==> src/rtl/tx_anc_gen.sv <==
// Stepped-phase complex exponential generator: quarter-wave sine LUT, amplitude
// scaling and an AXI-Stream I/Q output with tlast on the final sample of each period.
module tx_anc_gen #(
  parameter int                     DATA_WIDTH  = 16,
  parameter int                     PHASE_WIDTH = 24,
  parameter int                     LUT_ADDR    = 8,
  parameter int                     AMP_WIDTH   = 16,
  parameter int                     NSIG        = 32768,
  parameter logic [PHASE_WIDTH-1:0] DPH_INC     = 24'd4096,
  parameter logic [PHASE_WIDTH-1:0] START_PH    = 24'h000000,
  parameter int                     NPER_WIDTH  = 16
) (
  input  logic                   clk,
  input  logic                   reset,
  input  logic                   start,
  input  logic                   stop,
  input  logic [NPER_WIDTH-1:0]  num_periods,
  input  logic [AMP_WIDTH-1:0]   amp,
  output logic [DATA_WIDTH-1:0]  itx,
  output logic [DATA_WIDTH-1:0]  qtx,
  output logic                   out_tvalid,
  output logic                   out_tlast,
  input  logic                   out_tready,
  output logic                   busy,
  output logic [NPER_WIDTH-1:0]  period_count,
  output logic [PHASE_WIDTH-1:0] phase_dbg
);

  localparam int  DW   = DATA_WIDTH;
  localparam int  PW   = PHASE_WIDTH;
  localparam int  AW   = AMP_WIDTH;
  localparam int  NPW  = NPER_WIDTH;
  localparam int  N    = 2 ** LUT_ADDR;
  localparam int  NW   = (NSIG > 1) ? $clog2(NSIG) : 1;
  localparam int  MW   = DW + AW + 1;
  localparam real PI   = 3.14159265358979323846;
  localparam real AMPL = real'(2 ** (DW - 1) - 1);
  localparam logic signed [MW-1:0] RND = MW'(2 ** (AW - 1));

  typedef enum logic [1:0] {IDLE, RUN, DRAIN} state_t;

  state_t          state_reg, state_next;
  logic [PW-1:0]   phase_reg, phase_next;
  logic [NW-1:0]   n_reg, n_next;
  logic [NPW-1:0]  count_reg, count_next, count_inc;
  logic [NPW-1:0]  nper_reg, nper_next;
  logic [AW-1:0]   amp_reg, amp_next;
  logic            stop_reg, stop_next;
  logic            ce, issue, last;

  logic                v1_reg, v2_reg, v3_reg;
  logic                t1_reg, t2_reg, t3_reg;
  logic [LUT_ADDR-1:0] sa1_reg, ca1_reg;
  logic                sn1_reg, cn1_reg, sn2_reg, cn2_reg;
  logic [DW-1:0]       smag2_reg, cmag2_reg;
  logic [DW-1:0]       s3_reg, c3_reg;

  logic [1:0]          quad;
  logic [LUT_ADDR-1:0] idx;
  logic signed [MW-1:0] s_ext, c_ext, a_ext, prod_s, prod_c;

  // Quarter-wave table, half-step offset so that mirroring needs no special entries.
  logic [DW-1:0] lut [0:N-1];
  genvar gi;
  for (gi = 0; gi < N; gi++) begin : g_lut
    localparam real ANG = 2.0 * PI * (real'(gi) + 0.5) / real'(4 * N);
    localparam int  VAL = $rtoi(AMPL * $sin(ANG) + 0.5);
    assign lut[gi] = DW'(VAL);
  end

  assign ce        = !out_tvalid || out_tready;
  assign last      = (n_reg == NW'(NSIG - 1));
  assign count_inc = count_reg + NPW'(1);

  always_comb begin
    state_next = state_reg;
    phase_next = phase_reg;
    n_next     = n_reg;
    count_next = count_reg;
    nper_next  = nper_reg;
    amp_next   = amp_reg;
    stop_next  = stop_reg;
    issue      = 1'b0;
    case (state_reg)
      IDLE: begin
        if (start) begin
          state_next = RUN;
          phase_next = START_PH;
          n_next     = '0;
          count_next = '0;
          nper_next  = num_periods;
          amp_next   = amp;
          stop_next  = 1'b0;
        end
      end
      RUN: begin
        if (stop) stop_next = 1'b1;
        if (ce) begin
          issue = 1'b1;
          if (last) begin
            phase_next = START_PH;
            n_next     = '0;
            count_next = count_inc;
            if (((nper_reg != '0) && (count_inc == nper_reg)) || stop_reg || stop)
              state_next = DRAIN;
          end else begin
            phase_next = phase_reg + DPH_INC;
            n_next     = n_reg + NW'(1);
          end
        end
      end
      DRAIN: begin
        // The output register empties on this edge when ce is high.
        if (!v1_reg && !v2_reg && !v3_reg && ce) begin
          state_next = IDLE;
          stop_next  = 1'b0;
        end
      end
      default: state_next = IDLE;
    endcase
  end

  always_ff @(posedge clk) begin
    if (reset) begin
      state_reg <= IDLE;
      phase_reg <= START_PH;
      n_reg     <= '0;
      count_reg <= '0;
      nper_reg  <= '0;
      amp_reg   <= '0;
      stop_reg  <= 1'b0;
      phase_dbg <= START_PH;
    end else begin
      state_reg <= state_next;
      phase_reg <= phase_next;
      n_reg     <= n_next;
      count_reg <= count_next;
      nper_reg  <= nper_next;
      amp_reg   <= amp_next;
      stop_reg  <= stop_next;
      if (issue) phase_dbg <= phase_reg;
    end
  end

  assign busy         = (state_reg != IDLE);
  assign period_count = count_reg;

  // cos(q,i) == sin(q+1,i): swap the mirrored address and derive the sign from q+1.
  assign quad = phase_reg[PW-1:PW-2];
  assign idx  = phase_reg[PW-3 -: LUT_ADDR];

  always_ff @(posedge clk) begin
    if (reset) begin
      v1_reg <= 1'b0;
      v2_reg <= 1'b0;
      v3_reg <= 1'b0;
      t1_reg <= 1'b0;
      t2_reg <= 1'b0;
      t3_reg <= 1'b0;
    end else if (ce) begin
      v1_reg <= issue;
      t1_reg <= last;
      v2_reg <= v1_reg;
      t2_reg <= t1_reg;
      v3_reg <= v2_reg;
      t3_reg <= t2_reg;
    end
  end

  always_ff @(posedge clk) begin
    if (ce) begin
      sa1_reg   <= quad[0] ? ~idx : idx;
      ca1_reg   <= quad[0] ? idx : ~idx;
      sn1_reg   <= quad[1];
      cn1_reg   <= quad[1] ^ quad[0];
      smag2_reg <= lut[sa1_reg];
      cmag2_reg <= lut[ca1_reg];
      sn2_reg   <= sn1_reg;
      cn2_reg   <= cn1_reg;
      s3_reg    <= sn2_reg ? -smag2_reg : smag2_reg;
      c3_reg    <= cn2_reg ? -cmag2_reg : cmag2_reg;
    end
  end

  assign s_ext  = {{(AW + 1){s3_reg[DW-1]}}, s3_reg};
  assign c_ext  = {{(AW + 1){c3_reg[DW-1]}}, c3_reg};
  assign a_ext  = {{(DW + 1){1'b0}}, amp_reg};
  assign prod_s = s_ext * a_ext + RND;
  assign prod_c = c_ext * a_ext + RND;

  always_ff @(posedge clk) begin
    if (reset) begin
      out_tvalid <= 1'b0;
      out_tlast  <= 1'b0;
      itx        <= '0;
      qtx        <= '0;
    end else if (ce) begin
      out_tvalid <= v3_reg;
      out_tlast  <= v3_reg & t3_reg;
      if (v3_reg) begin
        itx <= prod_c[AW +: DW];
        qtx <= prod_s[AW +: DW];
      end
    end
  end

endmodule

==> config.mk <==
export PLATFORM = sky130hd
export DESIGN_NAME = tx_anc_gen
export DESIGN_NICKNAME = d
export VERILOG_FILES = /design/src/rtl/tx_anc_gen.sv
export SDC_FILE = /design/constraint.sdc
export NUM_CORES = 2
export LEC_CHECK = 0
export CAP_MARGIN = 20
export CELL_PAD_IN_SITES_DETAIL_PLACEMENT = 1
export CELL_PAD_IN_SITES_GLOBAL_PLACEMENT = 2
export CORE_UTILIZATION = 35
export DETAILED_ROUTE_END_ITERATION = 6
export GPL_ROUTABILITY_DRIVEN = 1
export MAX_ROUTING_LAYER = met4
export PLACE_DENSITY = 0.78
export SLEW_MARGIN = 20
export SYNTH_ARGS = -nofsm -noshare
export SYNTH_HDL_FRONTEND = slang
export SYNTH_SLANG_ARGS = --single-unit
==> constraint.sdc <==
create_clock -name clk -period 5.9 [get_ports clk]
set_input_delay 1.18 -clock clk [delete_from_list [all_inputs] [get_ports clk]]
set_output_delay 1.18 -clock clk [all_outputs]
set_load 0.05 [all_outputs]
==> results.cfg <==
[run_status]
status = complete, but fails checks
violations = negative setup slack

[setup_path]
end_kind = flip-flop
crit_path_max_fanout = 6
cp-start-kind = flip-flop
critical_path_class = flip-flop to flip-flop
crit_chain = buf_12, buf_8, and2_4, fa_2, inv_2, fa_2, fa_2, inv_2, fa_2, fa_1, inv_1, fa_1, inv_1, ha_4, a211oi_2, o21ai_2, a221oi_2, o21ai_2, a2111o_1, and3_4, or4_4, a32o_1
crit_path_max_incr_delay_ps = 570
crit_buf_inv = 6
crit_top_cell = fa_2
worstPathRequired_ps = 6360
worst_path_max_delay_cell = fa_2
cp_top_family = adder cells
worstPathArrival_ps = 6730

[route]
drc_errors = 0
antenna_left = 0
num_vias = 31200
totalWireLength_um = 124000
drt_iter0_markers = 2074
viasPerCell = 5.50
dr.pass1.iters = 5
avgRoutedWirePerCell_um = 22.0

[die]
start_util = 0.353
fp.dieH_um = 312
coreArea_mm2 = 0.0950
dieArea_mm2 = 0.0972
io_pins = 112
die_w_um = 312
num_rows = 113

[synthesis]
netlist_instances = 4240
ys_ff_latch = 212
synth_area_per_cell_um2 = 7.92
synth_edf_count = 82
synthSimpleGateAreaFrac = 0.201
synth_compound_area_frac = 0.172
synthMuxAreaShare = 0.0167
ys_warn_count = 0
ys_seq_area_frac = 0.151
netlist_area_mm2 = 0.0336
synthFlopType = dfxtp_1
synth_adder_area_share = 0.331
synth-xor-area-share = 0.0295
synth_cell_types = 89
ys_async_sr_fraction = 0
synth_top_family_by_area = adder cells

[placed_design]
dpl_cell_area_mm2 = 0.0374
io_buffers = 99
place_congestion = 0.935
dp_worst_setup_slack_ps = -505
hpwlAfterDp_um = 94900

[job]
cap_violations = 0

[timing]
fin_ws_ps = -370
max_freq_ghz = 0.159
rsz0062_at_grt = true
slew_viol_final = 0
hold_viol_final = 0
setup_tns_ps = -3640
period_needed_ps = 6270
period_share = 1.06
slew-limit-headroom = 0.259
setup_viol = 21
worst_slew_pin_slew_ps = 1110
fin_worst_skew_ps = 22.3
holdWs_ps = 435

[global_routing]
grt_usage = 0.261
first_global_vias = 33200
grt_first_pass_wirelength_um = 195000
grt-ovfl-total = 0
grt_max_degree = 158
grt_antenna_before_repair = 2

[clock_tree]
clock_latency_ps = 580
htreeDepth = 1
clkTransAtPathRegs_ps = 60
cts.sinks = 212
clk_path_buf_depth = 3
cts_made_buffers = 28
cts_hold_buf = 0
cts-root-buf = clkbuf_16
cts_tree = built

[layout]
final_area_mm2 = 0.0395
syn_to_final_growth_pct = 17.7
nets = 5069
post_route_cells_drive_above_1_share = 0.132

[power_and_ir_drop]
power_mw = 8.96
p_leak_nw = 17.4
ir_drop_mv = 0.458
power_density_mw_per_mm2 = 227

[worst_hold_path]
min_path_type = flip-flop to flip-flop
Yosys cell counts, types with 62 or more instances:
cell	count	area [µm²]
nand2_1	605	2270
inv_1	541	2030
fa_1	386	7730
a21oi_1	293	1470
ha_1	270	3380
clkbuf_1	263	987
o21ai_0	241	1210
and2_1	234	1460
nor2_1	233	875
dfxtp_1	130	2600
edfxtp_1	82	2460
nand3_1	71	355
xnor2_1	66	578
nor3_1	65	325
a211oi_1	62	465
where the power goes:
part | leakage [nW] | internal, mW | switching [mW] | total, mW
combinational | 15.0 | 2.57 | 2.98 | 5.55
sequential | 1.86 | 1.57 | 0.0552 | 1.62
clock | 0.481 | 1.08 | 0.715 | 1.79
total | 17.4 | 5.21 | 3.75 | 8.96
per-stage QoR:
step           instances   util
6_report            5664  0.416
5_1_grt             5663  0.416
4_1_cts             5658  0.413
3_5_place_dp        5569  0.394
3_3_place_gp        5569  0.394
2_1_floorplan       4251      -
per-layer routing:
metal  share of wire  global-route usage  routed length [µm]
met1            0.44               0.336               54400
met2            0.48               0.431               60200
met3           0.042              0.0209                5280
met4           0.036              0.0891                4480
met5               0                   -                   0
cell families after synthesis:
group | Yosys count
and+or+nand+nor | 1435
AOI/OAI and AO/OA | 926
buffers and inverters | 862
adders and majority gates | 656
DFF | 212
xor gates and xnor gates | 113
muxes | 35
other | 1
timing repair:
action,4_1_cts,5_1_grt
setup buffers,40,8
pin swaps,84,45
resized for setup,150,74
endpoints found under the setup margin,28,32
worst paths after layout:
| check | depth (start not counted) | slack [ps] | startpoint | to |
|---|---|---|---|---|
| setup / recovery | 22 | -370 | c3_reg[4]$_DFFE_PN_ | itx[13]$_SDFFE_PP0P_ |
| hold / removal | 0 | 440 | sn1_reg$_DFFE_PN_ | sn2_reg$_DFFE_PN_ |
| setup reg to reg | 22 | -370 | c3_reg[4]$_DFFE_PN_ | itx[13]$_SDFFE_PP0P_ |
| hold reg to reg | 0 | 440 | sn1_reg$_DFFE_PN_ | sn2_reg$_DFFE_PN_ |
area by class of cell:
class                           instances  area (µm²)
Clock buffer                           37         828
Clock inverter                         15         145
Inverter                              545        2050
Timing Repair Buffer                  412        3790
Fill cell                           11300       55500
Multi-Input combinational cell       3177       26100
Tap cell                             1265        1580
Antenna cell                            1        2.50
Sequential cell                       212        5080
cells in the final DEF, fill, tap and decap left out, types with 64 or more instances in the layout:
| master | instances |
|---|---|
| fa_1 | 364 |
| nor3_1 | 64 |
| nor2_1 | 230 |
| and2_1 | 213 |
| edfxtp_1 | 82 |
| o21ai_0 | 227 |
| nand3_1 | 67 |
| dfxtp_1 | 124 |
| inv_1 | 511 |
| nand2_1 | 597 |
| a21oi_1 | 278 |
| buf_4 | 254 |
| ha_1 | 251 |
| clkdlybuf4s50_1 | 98 |
Power figures use the tool's default switching activity.
